`src/rtl/mem_pkg.sv`:
```
// mem_pkg: shared memory-arbitration constants and types.
//   ptr_w(n)     : round-robin pointer width for n requesters ($clog2, minimum 1)
//   coll_policy_e: how a read that hits the same-cycle write address is handled
//   CollPolicy   : policy used by sdpram_arb
package mem_pkg;
  typedef enum logic {COLL_STALL_READ, COLL_READ_OLD} coll_policy_e;
  localparam coll_policy_e CollPolicy = COLL_STALL_READ;
  function automatic int ptr_w(int n);
    return (n < 2) ? 1 : $clog2(n);
  endfunction
endpackage

```
`src/rtl/sdpram_arb_if.sv`:
```
// sdpram_arb_if: requester, response and RAM-side signals of sdpram_arb.
//   slave : arbiter view (takes requests and read data, drives ready/response/RAM controls)
//   master: requester/RAM-model view
interface sdpram_arb_if #(
  parameter int AddrBusWidth = 32,
  parameter int DataBusWidth = 32,
  parameter int NumReq       = 2
) ();
  logic [NumReq-1:0]              m_valid;
  logic [NumReq-1:0]              m_we;
  logic [NumReq*AddrBusWidth-1:0] m_addr;
  logic [NumReq*DataBusWidth-1:0] m_wdata;
  logic [NumReq-1:0]              m_ready;
  logic [NumReq-1:0]              rsp_valid;
  logic [DataBusWidth-1:0]        rsp_data;
  logic                           ram_rst;
  logic                           ram_we_a;
  logic [AddrBusWidth-1:0]        ram_addr_a;
  logic [DataBusWidth-1:0]        ram_wdata_a;
  logic                           ram_re_b;
  logic [AddrBusWidth-1:0]        ram_addr_b;
  logic [DataBusWidth-1:0]        ram_rdata_b;
  modport slave (
    input  m_valid, m_we, m_addr, m_wdata, ram_rdata_b,
    output m_ready, rsp_valid, rsp_data, ram_rst, ram_we_a, ram_addr_a, ram_wdata_a,
           ram_re_b, ram_addr_b
  );
  modport master (
    output m_valid, m_we, m_addr, m_wdata, ram_rdata_b,
    input  m_ready, rsp_valid, rsp_data, ram_rst, ram_we_a, ram_addr_a, ram_wdata_a,
           ram_re_b, ram_addr_b
  );
endinterface

```
`src/rtl/rr_arbiter.sv`:
```
// rr_arbiter: round-robin arbiter with pointer register.
//   i_req    : request vector      o_found: some request present
//   i_accept : candidate was taken; advance pointer past it
//   o_idx    : candidate index     o_gnt  : one-hot candidate
module rr_arbiter
  import mem_pkg::*;
#(
  parameter int N = 2,
  localparam int PW = ptr_w(N)
) (
  input  logic          clk,
  input  logic          rst_n,
  input  logic [N-1:0]  i_req,
  input  logic          i_accept,
  output logic          o_found,
  output logic [PW-1:0] o_idx,
  output logic [N-1:0]  o_gnt
);
  logic [PW-1:0] r_ptr;
  logic [PW-1:0] w_j;
  always_comb begin
    o_found = 1'b0;
    o_idx   = '0;
    w_j     = '0;
    for (int k = 0; k < N; k++) begin
      w_j = PW'((int'(r_ptr) + k) % N);
      if (!o_found && i_req[w_j]) begin
        o_found = 1'b1;
        o_idx   = w_j;
      end
    end
  end
  assign o_gnt = o_found ? (N'(1) << o_idx) : '0;
  always_ff @(posedge clk or negedge rst_n)
    if (!rst_n) r_ptr <= '0;
    else if (i_accept) r_ptr <= PW'((int'(o_idx) + 1) % N);
endmodule

```
`src/rtl/sdpram_arb.sv`:
```
// sdpram_arb: arbitrates NumReq requesters onto a simple dual-port RAM
// (port A write, port B read, 1-cycle read latency), one write and one read per cycle.
//   clk, rst_n : clock, async active-low reset
//   bus        : requests (m_*), responses (rsp_*), RAM controls (ram_*)
module sdpram_arb
  import mem_pkg::*;
#(
  parameter int AddrBusWidth = 32,
  parameter int DataBusWidth = 32,
  parameter int NumReq       = 2
) (
  input logic          clk,
  input logic          rst_n,
  sdpram_arb_if.slave  bus
);
  localparam int PW = ptr_w(NumReq);
  logic [AddrBusWidth-1:0] w_addr  [NumReq];
  logic [DataBusWidth-1:0] w_wdata [NumReq];
  logic [NumReq-1:0]       w_wgnt, w_rgnt;
  logic [PW-1:0]           w_widx, w_ridx, r_owner;
  logic                    w_wfound, w_rfound, w_wok, w_rok, w_coll, r_rsp;
  for (genvar i = 0; i < NumReq; i++) begin : g_unpack
    assign w_addr[i]  = bus.m_addr[i*AddrBusWidth +: AddrBusWidth];
    assign w_wdata[i] = bus.m_wdata[i*DataBusWidth +: DataBusWidth];
  end
  rr_arbiter #(.N(NumReq)) u_wr (
    .clk(clk), .rst_n(rst_n), .i_req(bus.m_valid & bus.m_we), .i_accept(w_wok),
    .o_found(w_wfound), .o_idx(w_widx), .o_gnt(w_wgnt)
  );
  rr_arbiter #(.N(NumReq)) u_rd (
    .clk(clk), .rst_n(rst_n), .i_req(bus.m_valid & ~bus.m_we), .i_accept(w_rok),
    .o_found(w_rfound), .o_idx(w_ridx), .o_gnt(w_rgnt)
  );
  // A read hitting the address being written this cycle waits one cycle so it sees the new data.
  assign w_coll = (CollPolicy == COLL_STALL_READ) && w_wfound && w_rfound &&
                  (w_addr[w_ridx] == w_addr[w_widx]);
  assign w_wok  = rst_n && w_wfound;
  assign w_rok  = rst_n && w_rfound && !w_coll;
  assign bus.m_ready     = (w_wok ? w_wgnt : '0) | (w_rok ? w_rgnt : '0);
  assign bus.ram_rst     = ~rst_n;
  assign bus.ram_we_a    = w_wok;
  assign bus.ram_addr_a  = w_addr[w_widx];
  assign bus.ram_wdata_a = w_wdata[w_widx];
  assign bus.ram_re_b    = w_rok;
  assign bus.ram_addr_b  = w_addr[w_ridx];
  always_ff @(posedge clk or negedge rst_n)
    if (!rst_n) begin
      r_rsp   <= 1'b0;
      r_owner <= '0;
    end else begin
      r_rsp <= w_rok;
      if (w_rok) r_owner <= w_ridx;
    end
  assign bus.rsp_valid = r_rsp ? (NumReq'(1) << r_owner) : '0;
  assign bus.rsp_data  = bus.ram_rdata_b;
endmodule

```
`src/flat_wrapper.sv`:
```
// flat-port wrapper written by rule: the top's interface ports become plain ports
module sdpram_arb_flat import mem_pkg::*;
#(
  parameter int AddrBusWidth = 32,
  parameter int DataBusWidth = 32,
  parameter int NumReq       = 2
)
  (clk, rst_n, bus_m_valid, bus_m_we, bus_m_addr, bus_m_wdata, bus_ram_rdata_b, bus_m_ready, bus_rsp_valid, bus_rsp_data, bus_ram_rst, bus_ram_we_a, bus_ram_addr_a, bus_ram_wdata_a, bus_ram_re_b, bus_ram_addr_b);
  sdpram_arb_if #(.AddrBusWidth(AddrBusWidth), .DataBusWidth(DataBusWidth), .NumReq(NumReq)) bus_i ();
  input logic clk;
  input logic rst_n;
  input wire logic [$bits(bus_i.m_valid)-1:0] bus_m_valid;
  input wire logic [$bits(bus_i.m_we)-1:0] bus_m_we;
  input wire logic [$bits(bus_i.m_addr)-1:0] bus_m_addr;
  input wire logic [$bits(bus_i.m_wdata)-1:0] bus_m_wdata;
  input wire logic [$bits(bus_i.ram_rdata_b)-1:0] bus_ram_rdata_b;
  output wire logic [$bits(bus_i.m_ready)-1:0] bus_m_ready;
  output wire logic [$bits(bus_i.rsp_valid)-1:0] bus_rsp_valid;
  output wire logic [$bits(bus_i.rsp_data)-1:0] bus_rsp_data;
  output wire logic [$bits(bus_i.ram_rst)-1:0] bus_ram_rst;
  output wire logic [$bits(bus_i.ram_we_a)-1:0] bus_ram_we_a;
  output wire logic [$bits(bus_i.ram_addr_a)-1:0] bus_ram_addr_a;
  output wire logic [$bits(bus_i.ram_wdata_a)-1:0] bus_ram_wdata_a;
  output wire logic [$bits(bus_i.ram_re_b)-1:0] bus_ram_re_b;
  output wire logic [$bits(bus_i.ram_addr_b)-1:0] bus_ram_addr_b;
  assign bus_i.m_valid = bus_m_valid;
  assign bus_i.m_we = bus_m_we;
  assign bus_i.m_addr = bus_m_addr;
  assign bus_i.m_wdata = bus_m_wdata;
  assign bus_i.ram_rdata_b = bus_ram_rdata_b;
  assign bus_m_ready = bus_i.m_ready;
  assign bus_rsp_valid = bus_i.rsp_valid;
  assign bus_rsp_data = bus_i.rsp_data;
  assign bus_ram_rst = bus_i.ram_rst;
  assign bus_ram_we_a = bus_i.ram_we_a;
  assign bus_ram_addr_a = bus_i.ram_addr_a;
  assign bus_ram_wdata_a = bus_i.ram_wdata_a;
  assign bus_ram_re_b = bus_i.ram_re_b;
  assign bus_ram_addr_b = bus_i.ram_addr_b;
  sdpram_arb #(.AddrBusWidth(AddrBusWidth), .DataBusWidth(DataBusWidth), .NumReq(NumReq)) u_core (.clk(clk), .rst_n(rst_n), .bus(bus_i));
endmodule
```
`config.mk`:
```
export PLATFORM = sky130hd
export DESIGN_NAME = sdpram_arb_flat
export DESIGN_NICKNAME = d
export VERILOG_FILES = /design/src/rtl/mem_pkg.sv /design/src/rtl/sdpram_arb_if.sv /design/src/rtl/rr_arbiter.sv /design/src/rtl/sdpram_arb.sv /design/src/flat_wrapper.sv
export SDC_FILE = /design/constraint.sdc
export NUM_CORES = 1
export LEC_CHECK = 0
export CAP_MARGIN = 20
export CORE_AREA = 3 3 117 119
export DETAILED_ROUTE_END_ITERATION = 10
export DIE_AREA = 0 0 120 122
export GPL_TIMING_DRIVEN = 0
export SETUP_SLACK_MARGIN = 0.15
export SLEW_MARGIN = 15
export SYNTH_ARGS = -nofsm -noshare
export SYNTH_HDL_FRONTEND = slang
export SYNTH_HIERARCHICAL = 1
export SYNTH_SLANG_ARGS = --single-unit
```
`constraint.sdc`:
```
create_clock -name clk -period 4.5 [get_ports clk]
set_clock_uncertainty 0.2 [all_clocks]
set_input_delay 1.125 -clock clk [delete_from_list [all_inputs] [get_ports clk]]
set_output_delay 1.125 -clock clk [all_outputs]
set_load 0.1 [all_outputs]
```
# Word level (Yosys, flattened, before mapping)
# Index checks and enable logic that the tools add are counted.
[word_totals]
regBits = 4
latch_bits = 0
ram_bits = 0
rom_bits = 0
input_bits = 166
out_inout_bits = 135
elab_cells = 65
memories = 0
[classes]
add_sub_neg = 4
multipliers = 0
div = 0
n_lt_le_gt_ge = 6
eq_ne = 1
shifts = 3
muxes = 30
bitwise = 7
reduce_logical = 10
[op_table]
columns = ["operator", "n"]
rows = [
  ["$mux W32", 9],
  ["$eq A32 B32 Y1", 1],
  ["$mux W1", 16],
  ["$mux W2", 5],
  ["$lt A1 B2 Y1 const B", 4],
  ["$logic_and A1 B1 Y1", 7],
  ["$shl A1 B1 Y2 const A", 3],
  ["$add A1 B1 Y1 const B", 4],
  ["$and A2 B2 Y2", 2],
  ["$ge A2 B2 Y1 const B", 2],
  ["$not A1 Y2", 2],
  ["$logic_not A1 Y1", 3],
  ["$not A2 Y2", 1],
  ["$or A2 B2 Y2", 1],
  ["$not A1 Y1", 1],
]

# Longest topological paths before layout
# Gate-level depths: netlist of run 1.
[depth]
word_depth = 18
depth_mapped = 11
ltp_nobuf = 10

# Cells and area by module
# Netlist of run 1, hierarchy kept.
[modules_own_cells]
columns = ["mod", "instances", "cells_per_inst", "area_each_um2", "seq_area_each_um2"]
rows = [
  ["sdpram_arb", 1, 246, 2030.7, 50.0],
  ["rr_arbiter", 2, 8, 90.1, 25.0],
]

# Least setup slack after synthesis of run 1
# Ideal clock, no wire load.
[synth_timing]
kind = "input -> output"
startpoint = "input bus_m_valid[0]"
endpoint = "output bus_m_ready[0]"
t_arrival_ns = 4.249
required_time_ns = 3.175
path_slack_ns = -1.074
stages = 9
path_buffers = 1
cell_sequence = "nor2b_1 nand2b_4 and2_1 buf_8 nand2b_1 a41oi_1 nor2_4 a21oi_2 a22o_1"
[synth_between]
elab_chain_cells = 17
elab_cells_between_ends = 44
classes_between = "1 x eq/ne; 2 x shift; 26 x mux; 5 x bitwise; 10 x reduce/logical"
[synth_lines]
columns = ["item", "line", "text"]
rows = [
  ["start, declared", "flat_wrapper.sv:12", "input wire logic [$bits(bus_i.m_valid)-1:0] bus_m_valid;"],
  ["$and A2 B2 Y2 *", "sdpram_arb.sv:31", ".clk(clk), .rst_n(rst_n), .i_req(bus.m_valid & ~bus.m_we), .i_accept(w_rok),"],
  ["$mux W1 (implied by the code) (2 in a row)", "rr_arbiter.sv:27", "if (!o_found && i_req[w_j]) begin"],
  ["$mux W1", "rr_arbiter.sv:27", ""],
  ["$logic_not A1 Y1", "rr_arbiter.sv:27", ""],
  ["$logic_and A1 B1 Y1", "rr_arbiter.sv:27", ""],
  ["$mux W1 *", "rr_arbiter.sv:27", ""],
  ["named net u_core.w_ridx", "sdpram_arb.sv:20", "logic [PW-1:0] w_widx, w_ridx, r_owner;"],
  ["$not A1 Y2 (implied by the code) *", "sdpram_arb.sv:36", "(w_addr[w_ridx] == w_addr[w_widx]);"],
  ["$mux W32 (implied by the code) * (3 in a row)", "sdpram_arb.sv:36", ""],
  ["$eq A32 B32 Y1 *", "sdpram_arb.sv:36", ""],
  ["$logic_and A1 B1 Y1 *", "sdpram_arb.sv:35", "assign w_coll = (CollPolicy == COLL_STALL_READ) && w_wfound && w_rfound &&"],
  ["$logic_not A1 Y1 *", "sdpram_arb.sv:38", "assign w_rok = rst_n && w_rfound && !w_coll;"],
  ["$logic_and A1 B1 Y1 *", "sdpram_arb.sv:38", ""],
  ["named net bus_ram_re_b", "flat_wrapper.sv:24", "output wire logic [$bits(bus_i.ram_re_b)-1:0] bus_ram_re_b;"],
  ["$mux W2 *", "sdpram_arb.sv:39", "assign bus.m_ready = (w_wok ? w_wgnt : '0) | (w_rok ? w_rgnt : '0);"],
  ["$or A2 B2 Y2 *", "sdpram_arb.sv:39", ""],
  ["end, declared", "flat_wrapper.sv:17", "output wire logic [$bits(bus_i.m_ready)-1:0] bus_m_ready;"],
]
# Mark *: on every way through the listed nets, which the timed path passes. The rest lies on a longest branch. The select of a mux whose other input is x is not followed.

# Final worst setup path of run 1
[layout_timing]
startpoint = "input bus_m_we[1]"
endpoint = "output bus_m_ready[0]"
[layout_between]
elab_cells_between_ends = 45
classes_between = "1 x eq/ne; 2 x shift; 26 x mux; 6 x bitwise; 10 x reduce/logical"
[layout_rtl]
columns = ["item", "line", "text"]
rows = [
  ["start, declared", "flat_wrapper.sv:13", "input wire logic [$bits(bus_i.m_we)-1:0] bus_m_we;"],
  ["$and A2 B2 Y2 *", "sdpram_arb.sv:27", ".clk(clk), .rst_n(rst_n), .i_req(bus.m_valid & bus.m_we), .i_accept(w_wok),"],
  ["$mux W1 (implied by the code) (2 in a row)", "rr_arbiter.sv:27", ""],
  ["$mux W1", "rr_arbiter.sv:27", ""],
  ["$logic_not A1 Y1", "rr_arbiter.sv:27", ""],
  ["$logic_and A1 B1 Y1", "rr_arbiter.sv:27", ""],
  ["$mux W1 *", "rr_arbiter.sv:27", ""],
  ["named net u_core.w_widx", "sdpram_arb.sv:20", ""],
  ["$not A1 Y2 (implied by the code)", "sdpram_arb.sv:36", ""],
  ["$mux W32 (implied by the code) (3 in a row)", "sdpram_arb.sv:36", ""],
  ["$eq A32 B32 Y1", "sdpram_arb.sv:36", ""],
  ["$logic_and A1 B1 Y1", "sdpram_arb.sv:35", ""],
  ["$logic_not A1 Y1", "sdpram_arb.sv:38", ""],
  ["$logic_and A1 B1 Y1", "sdpram_arb.sv:38", ""],
  ["$mux W2", "sdpram_arb.sv:39", ""],
  ["$or A2 B2 Y2 *", "sdpram_arb.sv:39", ""],
]
# Marks and branches as above.

==> results of run 1 <==
## worst max-delay path, cell delays in order
cell	delay [ns]
clkdlybuf4s15_1	0.22
and2_4	0.20
and2_4	0.14
buf_6	0.13
nand2b_4	0.16
o21ai_4	0.14
a21oi_2	0.06
and4bb_2	0.24
a21oi_4	0.19
a22o_4	0.16
buf_12	0.16
## flip-flops by register name, summed over array words and instances (netlist names)
register,flops
u_core/r_owner,1
u_core/r_rsp,1
u_core/u_rd/r_ptr,1
u_core/u_wr/r_ptr,1
## stage by stage
| stage | area, sq um | util, % | setup WS, ns | TNS, ns | instances |
|---|---|---|---|---|---|
| finish | 5260 | 41.5 | 0.239 | 0 | 728 |
| global route | 5260 | 41.5 | 0.131 | 0 | 728 |
| CTS | 5140 | 40.6 | 0.154 | 0 | 722 |
| detailed placement | 5220 | 41.2 | -1.25 | -89.15 | 702 |
| global placement | 5220 | 41.2 | -1.20 | -88.85 | 702 |
| floorplan | 2320 | - | -0.0802 | -0.157 | 262 |
## Yosys cell counts (all sizes together), types with 2 or more instances
master / number / area [sq um]
nor4: 3 / 25.0
a31oi: 2 / 42.5
a21oi: 3 / 18.8
nor2: 3 / 18.8
nand3: 2 / 10.0
nand2: 15 / 58.8
nand2b: 11 / 83.8
a22o: 2 / 17.5
nor3: 2 / 10.0
inv: 16 / 60.1
and2: 8 / 50.1
or2: 2 / 12.5
xnor2: 8 / 70.1
a22oi: 3 / 22.5
nor2b: 7 / 43.8
xor2: 7 / 61.3
a222oi: 3 / 30.0
dfrtp: 4 / 100
o22ai: 2 / 12.5
mux2: 83 / 938
buf: 35 / 282
clkbuf: 10 / 37.5
a21boi: 2 / 15.0
o21ai: 17 / 85.1
a41oi: 3 / 26.3
## layout by cell type, fill, tap and decap left out, types with 3 or more instances in the layout
| master | count |
|---|---|
| buf_2 | 80 |
| mux2_1 | 34 |
| a41oi_2 | 3 |
| xnor2_1 | 6 |
| clkbuf_2 | 16 |
| a222oi_1 | 3 |
| nor2b_1 | 5 |
| inv_2 | 9 |
| dfrtp_1 | 4 |
| nand2b_1 | 6 |
| clkdlybuf4s50_1 | 107 |
| mux2_2 | 48 |
| a22oi_2 | 3 |
| clkdlybuf4s15_2 | 15 |
| o21ai_2 | 14 |
| dlygate4sd2_1 | 37 |
| inv_1 | 7 |
| xor2_1 | 7 |
| nand2_1 | 14 |
| nand2b_4 | 5 |
| clkbuf_16 | 3 |
| buf_4 | 55 |
| and2_1 | 4 |
| and2_4 | 4 |
| dlymetal6s2s_1 | 17 |
| buf_12 | 3 |
## what timing repair did
item | in CTS | in global routing
pin swaps | 22 | 25
setup endpoints to repair | 100 | 6
buffers inserted | 16 | 5
resized for setup | 564 | 44
gates cloned | 1 | 0
## final cells by class
type | count | area (sq um) | area share, %
Tap cell | 172 | 215 | 4.09
Antenna cell | 1 | 2.50 | 0.0476
Sequential cell | 4 | 100 | 1.90
Timing Repair Buffer | 290 | 2460 | 46.8
Buffer | 45 | 332 | 6.31
Inverter | 16 | 60.1 | 1.14
Multi-Input combinational cell | 197 | 2010 | 38.3
Clock buffer | 3 | 75.1 | 1.43
## metal layers
metal	up-vias	track usage [%]	share of wire (%)
met5	-	0	0
met4	0	2.29	0.57
met3	6	5.06	9.6
met2	159	31.3	53
met1	1395	17.3	37
li1	1501	-	-
## power groups by stage
stage                     Combinational (uW)  Clock (uW)  Sequential, uW
final                                   1180         137            45.8
after global routing                    1220         144            46.5
after CTS                               1170         139            45.8
after detailed placement                1210           0            46.2
after global placement                  1210           0            45.9
after floorplan                          880           0            44.4
## worst max-delay path by stage
stage                     end  slack, ns  cells past startpoint
5_1_grt        bus_m_ready[0]       0.13                     12
3_5_place_dp   bus_m_ready[0]      -1.25                     12
4_1_cts          bus_ram_we_a       0.15                      3
3_3_place_gp   bus_m_ready[0]      -1.20                     12
2_1_floorplan  bus_m_ready[0]      -0.08                      9
6_report       bus_m_ready[0]       0.24                     11
## kinds of logic (layout without fill, tap and decap cells)
kind of cell	Yosys count	in the layout
AND/OR/NAND/NOR	58	58
multiplexers	83	83
other	0	1
XOR/XNOR	15	15
AO/OA/AOI/OAI	41	41
buffers and inverters	61	354
flip-flops	4	4
==> flow_summary_export.csv, run 1 <==
group,metric,value,unit
worst_setup_path,critical_path_arrival,2.94,ns
worst_setup_path,worstPathRequired,3.17,ns
worst_setup_path,ff2ff_path_depth,10,
worst_setup_path,critPathKind,"primary input to output port",
min_path,holdPathEnd,"u_core/r_owner",
power,switching_share,65.3,%
clock_network,clkTransAtPathRegs,0.03,ns
worst_setup_path,setup.worst_path.start,"bus_m_we[1]",
global_route,grt_pass1_vias,3293,
die,rows,41,
worst_setup_path,worst_setup_path_end_kind,"output port",
worst_setup_path,r2r-end,"u_core/r_owner",
run,maxCapViolations,0,
placement,gp_congestion,0.829,
global_route,grt_pass1_wl,18500,um
clock_network,cts-root-buf,"clkbuf_16",
logic_synthesis,synthFlopType,"dfrtp_1",
min_path,hold_class,"flip-flop to flip-flop",
power,power_frac_seq,3.4,%
logic_synthesis,synth_seq_cells,4,
layout,layout-drive-gt1-share,52.3,%
global_route,grt_max_degree,11,
min_path,hp-start,"u_core/r_owner",
sta,drv_slew,0,
drt,drtAntennaViolNets,0,
sta,slew_headroom,31.7,%
logic_synthesis,synth_xor_xnor_area_share,5.94,%
clock_network,cts_sinks,4,
logic_synthesis,synth-compound-area-share,13.9,%
drt,viasPerCell,4.20,
sta,hold_violations,0,
logic_synthesis,postSynthAreaPerCell,8.44,sq um
worst_setup_path,rr_startpoint,"u_core/u_wr/r_ptr",
logic_synthesis,netlist_area,2210,sq um
logic_synthesis,synth-async-reset-ratio,100,%
clock_network,worstSkewPairLatency,0.22,ns
logic_synthesis,synth_edf_count,0,
die,start_util,17.4,%
die,io_pins,301,
logic_synthesis,synth_nets,428,
clock_network,cts_tree,"yes",
power,switching_power,889,uW
die,die_x,120,um
worst_setup_path,crit_path_start_kind,"primary input",
drt,drc,0,
power,internal_power,472,uW
sta,rsz0062_at_grt,"no",
layout,syn2layout_area_growth,138,%
sta,finalCriticalPeriod,4.26,ns
placement,port_buffers,268,
drt,wl_per_cell,17.4,um
drt,drt_first_pass_iters,4,
power,clock_power_share,10.1,%
drt,routed_wl,12600,um
power,total_power,1360,uW
logic_synthesis,seq_area_frac_synth,4.53,%
die,core,12700,sq um
logic_synthesis,synth-adder-area-share,0,%
sta,period_share,94.7,%
die,die_area,14600,sq um
drt,vias,3061,
logic_synthesis,synth_top_family_by_area,"multiplexers",
clock_network,htreeDepth,1,
global_route,grt_util_all_layers,16.1,%
die,die_y,122,um
power,powerDensity,259,nW/um^2
logic_synthesis,synthSimpleGateAreaFrac,16.1,%
power,p_leak,0.00245,uW
global_route,grt_overflow,0,
drt,drtIter0Drc,81,
clock_network,ctsLongestPathBuffers,2,
logic_synthesis,synth.area.mux_share,42.4,%
layout,num-nets-final,723,
clock_network,ctsHoldBuffers,0,
global_route,grt_antenna_before_repair,1,
clock_network,cts_buffers,3,
logic_synthesis,synth_cell_type_count,44,
worst_setup_path,r2r_setup_slack,2.06,ns
power,comb_power_share,86.6,%
power,vdd_drop_max,138,uV
min_path,min_delay_path_depth,1,
logic_synthesis,yosysWarnings,6,
sta,setup_viol,0,
sta,max_freq,235,MHz
sta,whs,0.358,ns
sta,worstMarginPinSlew,1.02,ns
placement,dp_hpwl,10700,um
layout,fillers,1329,
outcome,status,"finished, final reports clean",
worst_setup_path,cp_max_fo,5,
logic_synthesis,syn-instance-count,262,
Power figures use the tool's default switching activity.
==> inputs of run 2 (changes only) <==
- SLEW_MARGIN: 15 -> 20
==> results of run 2 <==
The final DEF is identical to that of run 1; final timing and power are the same.
